==> src/rtl/alu_issue_buffer.sv <==
// In-order operation queue feeding a registered single-cycle ALU; lookahead issue of the
// entry behind the head lets back-to-back results leave on consecutive cycles.
module alu_issue_buffer #(
   parameter int DEPTH = 4,
   parameter int TAG_W = 4
) (
   input  logic                   clk,
   input  logic                   clear_n,
   input  logic                   in_valid,
   output logic                   in_ready,
   input  logic [3:0]             in_op,
   input  logic [31:0]            in_a,
   input  logic [31:0]            in_b,
   input  logic [TAG_W-1:0]       in_tag,
   output logic [31:0]            alu_in0,
   output logic [31:0]            alu_in1,
   output logic [3:0]             control_signal,
   input  logic [31:0]            alu_out,
   input  logic                   zero_flag,
   output logic                   res_valid,
   input  logic                   res_ready,
   output logic [31:0]            res_data,
   output logic                   res_zero,
   output logic [TAG_W-1:0]       res_tag,
   output logic [$clog2(DEPTH):0] occupancy
);
   localparam int PTR_W = $clog2(DEPTH);
   localparam int CNT_W = PTR_W + 1;
   localparam logic [CNT_W-1:0] FULL = CNT_W'(DEPTH);

   logic [3:0]       op_q  [DEPTH];
   logic [31:0]      a_q   [DEPTH];
   logic [31:0]      b_q   [DEPTH];
   logic [TAG_W-1:0] tag_q [DEPTH];

   logic [PTR_W-1:0] head, tail, head_nxt, sel;
   logic [CNT_W-1:0] count;
   logic             busy, push, pop, lookahead;

   assign push      = in_valid && in_ready;
   assign pop       = busy && res_ready;
   assign in_ready  = (count != FULL);
   assign head_nxt  = head + PTR_W'(1);
   // When the head result leaves this edge, the ALU must already be fed the next entry.
   assign lookahead = busy && res_ready && (count >= CNT_W'(2));
   assign sel       = lookahead ? head_nxt : head;

   always_comb begin
      alu_in0        = '0;
      alu_in1        = '0;
      control_signal = 4'b1111;
      if (count != '0) begin
         alu_in0        = a_q[sel];
         alu_in1        = b_q[sel];
         control_signal = op_q[sel];
      end
   end

   always_ff @(posedge clk or negedge clear_n) begin
      if (!clear_n) begin
         head  <= '0;
         tail  <= '0;
         count <= '0;
         busy  <= 1'b0;
      end else begin
         if (push) tail <= tail + PTR_W'(1);
         if (pop)  head <= head_nxt;
         case ({push, pop})
            2'b10:   count <= count + CNT_W'(1);
            2'b01:   count <= count - CNT_W'(1);
            default: count <= count;
         endcase
         if (!busy)    busy <= (count != '0);
         else if (pop) busy <= (count >= CNT_W'(2));
      end
   end

   // Payload storage carries no reset; occupancy alone says which slots are live.
   always_ff @(posedge clk) begin
      if (push) begin
         op_q[tail]  <= in_op;
         a_q[tail]   <= in_a;
         b_q[tail]   <= in_b;
         tag_q[tail] <= in_tag;
      end
   end

   assign res_valid = busy;
   assign res_data  = alu_out;
   assign res_zero  = zero_flag;
   assign res_tag   = tag_q[head];
   assign occupancy = count;

endmodule

==> config.mk <==
export PLATFORM = sky130hd
export DESIGN_NAME = alu_issue_buffer
export DESIGN_NICKNAME = d
export VERILOG_FILES = /design/src/rtl/alu_issue_buffer.sv
export SDC_FILE = /design/constraint.sdc
export NUM_CORES = 1
export LEC_CHECK = 0
export ABC_CLOCK_PERIOD_IN_PS = 4000
export BUFFER_PORTS_ARGS = -buffer_cell sky130_fd_sc_hd__buf_2
export CAP_MARGIN = 20
export CORE_ASPECT_RATIO = 0.9
export CORE_MARGIN = 3
export CORE_UTILIZATION = 38
export CTS_CLUSTER_DIAMETER = 120
export DETAILED_ROUTE_END_ITERATION = 12
export GPL_TIMING_DRIVEN = 0
export HOLD_SLACK_MARGIN = 0.06
export PLACE_DENSITY = 0.6
export SYNTH_ARGS = -nofsm -noshare
export SYNTH_HDL_FRONTEND = slang
export SYNTH_SLANG_ARGS = --single-unit
==> constraint.sdc <==
create_clock -name clk -period 4 [get_ports clk]
set_clock_uncertainty 0.05 [all_clocks]
set_input_delay 0.2 -clock clk [delete_from_list [all_inputs] [get_ports clk]]
set_output_delay 0.2 -clock clk [all_outputs]
set_load 0.01 [all_outputs]
==> impl_results.md <==
- Share of layout cells above drive strength 1: 0.301
- Worst-Skew Late Latency: 490 ps
- Slowest Stage Delay on Critical Path: 830 ps
- HP Class: primary input to register
- CTS root buf: clkbuf_16
- Final hold violations: 0
- CP required: 3750 ps
- Minimum clock period: 3410 ps
- Fin crit share: 0.851
- P&R area growth vs syn: 26.0%
- Worst-path clk slew: 50 ps
- Mux share of post-synthesis cell area: 0.0580
- Top Family by Delay on Critical Path: buffers and inverters
- GP Congestion: 0.744
- Total Nets Final: 1,232
- Final Util: 0.491
- Largest family of logic cells by synthesized area: compound AO/OA/AOI/OAI gates
- Initial DRC Count: 664
- Leak: 5.70 nW
- Seq cells post-synth: 296
- Crit end category: output port
- Area of the mapped netlist: 13,000 um^2
- Clock share of power: 0.214
- CP max stage cell: nor3_1
- Final instance area: 16,400 um^2
- VDD IR max: 0.414 mV
- Comb pwr share: 0.456
- Slew Limit Headroom: 0.344
- Die height: 181 um
- Core area: 33,300 um^2
- DRC: 0
- Placed inst area: 14,600 um^2
- Most numerous cell on the critical path: buf_2
- Drt total wl: 34.4 mm
- Seq/Total Area, Yosys: 0.681
- Arr. time, crit path: 3160 ps
- CTS tree: yes
- FILL cells: 2,853
- CP max FO: 10
- Compound-cell area share of the yosys netlist: 0.150
- Status: completed
- Post-synthesis xor/xnor area fraction: 0.00472
- Total track usage: 0.184
- Post-synth EDFFs: 288
- Commonest non-fill, non-tap cells in the layout: 288 x edfxtp_1, 200 x buf_2, 75 x dlygate4sd3_1
- Largest net degree at the start of global routing: 58
- Number of buffers on the longest clock path: 3
- First-pass GRT wire length: 52.4 mm
- RSZ-0062 raised after global routing: false
- Final setup fails: 0
- Synth Net Count: 932
- Pwr/cell area: 808 nW/um^2
- Top Ports: 219
- Area of the multi-input gates: 3530 um^2
- R2r worst-path depth: 5
- Max-cap violations: 0
- Total gr overflow: 0
- Setup CP Type: register to output port
- Initial antenna violation count: 1
- Crit start category: register
- Adder-cell share of the synthesized area: 0.00636
- CP cell instances: nor3_1, buf_2, clkbuf_1, a311oi_1, o221a_2, buf_2
- Sequential fraction of design power: 0.329
- Total number of vias: 8,790
- Drt first pass iters: 5
- Initial Util: 0.390
- Switching power: 5.03 mW
- Levels on crit path: 6
- Sw Ratio: 0.380
- Avg WL per Cell: 21.6 um
- Syn avg cell area: 15.9 um^2
- Worst Tran Pin Value: 977 ps
- Total CTS buffers: 34
- Yosys warnings: 0
- Postcts setup bufs: 0
- PortBufs: 185
- DIE AREA: 36,500 um^2
- Power, Total: 13.2 mW
- Final Max Tran Viols: 0
- Pint: 8.20 mW
- Total clock sinks: 296
- Post-synthesis share of cell area spent on and, or, nand and nor gates: 0.0512
- Vias in the first global route: 9,077
- Hold path depth: 3
- Ys async rst share: 0.0270
- Vias/cell: 5.50
- Crit path buf inv count: 3
- Ys flop type: edfxtp_1
- Unique masters post-synth: 35
- Remaining antenna violation count: 0
- Synth Instances: 817
- Leading cell type in the layout, fill and taps excluded: edfxtp_1
- HPWL Detailed: 22.1 mm
- Fmax: 294 MHz
- Die width: 201 um
- Rows: 63
- Htree depth: 2
- FF+latch area: 8850 um^2
cells by family (layout without fill, tap and decap cells):
logic type               Yosys count  after routing
AND/OR/NAND/NOR                  119            119
flip-flops                       296            296
XOR/XNOR                           7              7
multiplexers                      70             70
buffers and inverters            112            436
other                              0              1
AO/OA/AOI/OAI                    207            207
adder cells (fa/ha/maj)            6              6
worst reg2reg max path: stages, from the launching register on:
cell and delay, ps:
dfrtp_1 560, buf_2 280, buf_2 370, clkbuf_1 540, nand2_1 140, xnor2_1 150
flip-flops by register name, summed over array words and instances (netlist names):
| register | flops |
|---|---|
| head | 2 |
| b_q | 128 |
| occupancy | 3 |
| tail | 2 |
| tag_q | 16 |
| op_q | 16 |
| res_valid | 1 |
| a_q | 128 |
area by class of cell:
type | instances | area share
Sequential cell | 296 | 0.540
Timing Repair Buffer | 264 | 0.108
Inverter | 4 | 0.000917
Clock inverter | 13 | 0.00535
Tap cell | 455 | 0.0348
Multi-Input combinational cell | 409 | 0.215
Buffer | 108 | 0.0381
Antenna cell | 1 | 0.000153
Clock buffer | 47 | 0.0568
cells in the mapped netlist (8+ instances only):
cell type	n	area, um^2
nor2_1	17	63.8
buf_2	15	75.1
nor2b_1	64	400
nor3_1	18	90.1
a2111oi_0	64	561
o21ai_0	9	45.0
dfrtp_1	8	200
o221a_1	30	338
buf_4	39	293
mux2i_1	64	641
edfxtp_1	288	8650
clkbuf_1	44	165
o221a_2	34	383
a311oi_1	64	561
power groups by stage:
stage,clock (mW),sequential [mW],combinational (mW)
floorplan,0,4.38,3.72
global placement,0,4.48,5.89
detailed placement,0,4.42,6.01
CTS,2.93,4.36,6.11
global route,3.06,4.43,6.54
finish,2.84,4.36,6.04
path summary, 6_finish.rpt:
| kind | start | to | slack [ps] |
|---|---|---|---|
| hold / removal | in_valid | tail[0] | 110 |
| min in group asynchronous | clear_n | occupancy[0] | 660 |
| hold reg to reg | tail[1] | tail[1] | 530 |
| setup / recovery | occupancy[2] | alu_in0[16] | 590 |
| setup reg to reg | head[0] | head[1] | 1790 |
| max in group asynchronous | clear_n | res_valid | 2950 |
per-layer routing:
layer	up-vias	GRT usage	share of wire
met5	-	0	0
met4	0	0.0584	0.027
met3	64	0.0402	0.067
met2	323	0.294	0.46
met1	4405	0.252	0.44
li1	3998	-	-
metrics by stage:
stage / hold WS (ps) / setup slack [ps] / TNS, ps / cells
global route: 121 / 377 / 0 / 1597
CTS: 79.9 / 508 / 0 / 1596
finish: 105 / 594 / 0 / 1597
floorplan: -146 / 1020 / 0 / 817
detailed placement: 11.3 / 1070 / 0 / 1461
global placement: 6.75 / -390 / -87470 / 1457
repair_timing:
item,in CTS,in global routing
endpoints found under the hold margin,298,0
hold buffers,75,0
gates resized for setup,0,0
(Power assumes the default switching activity.)
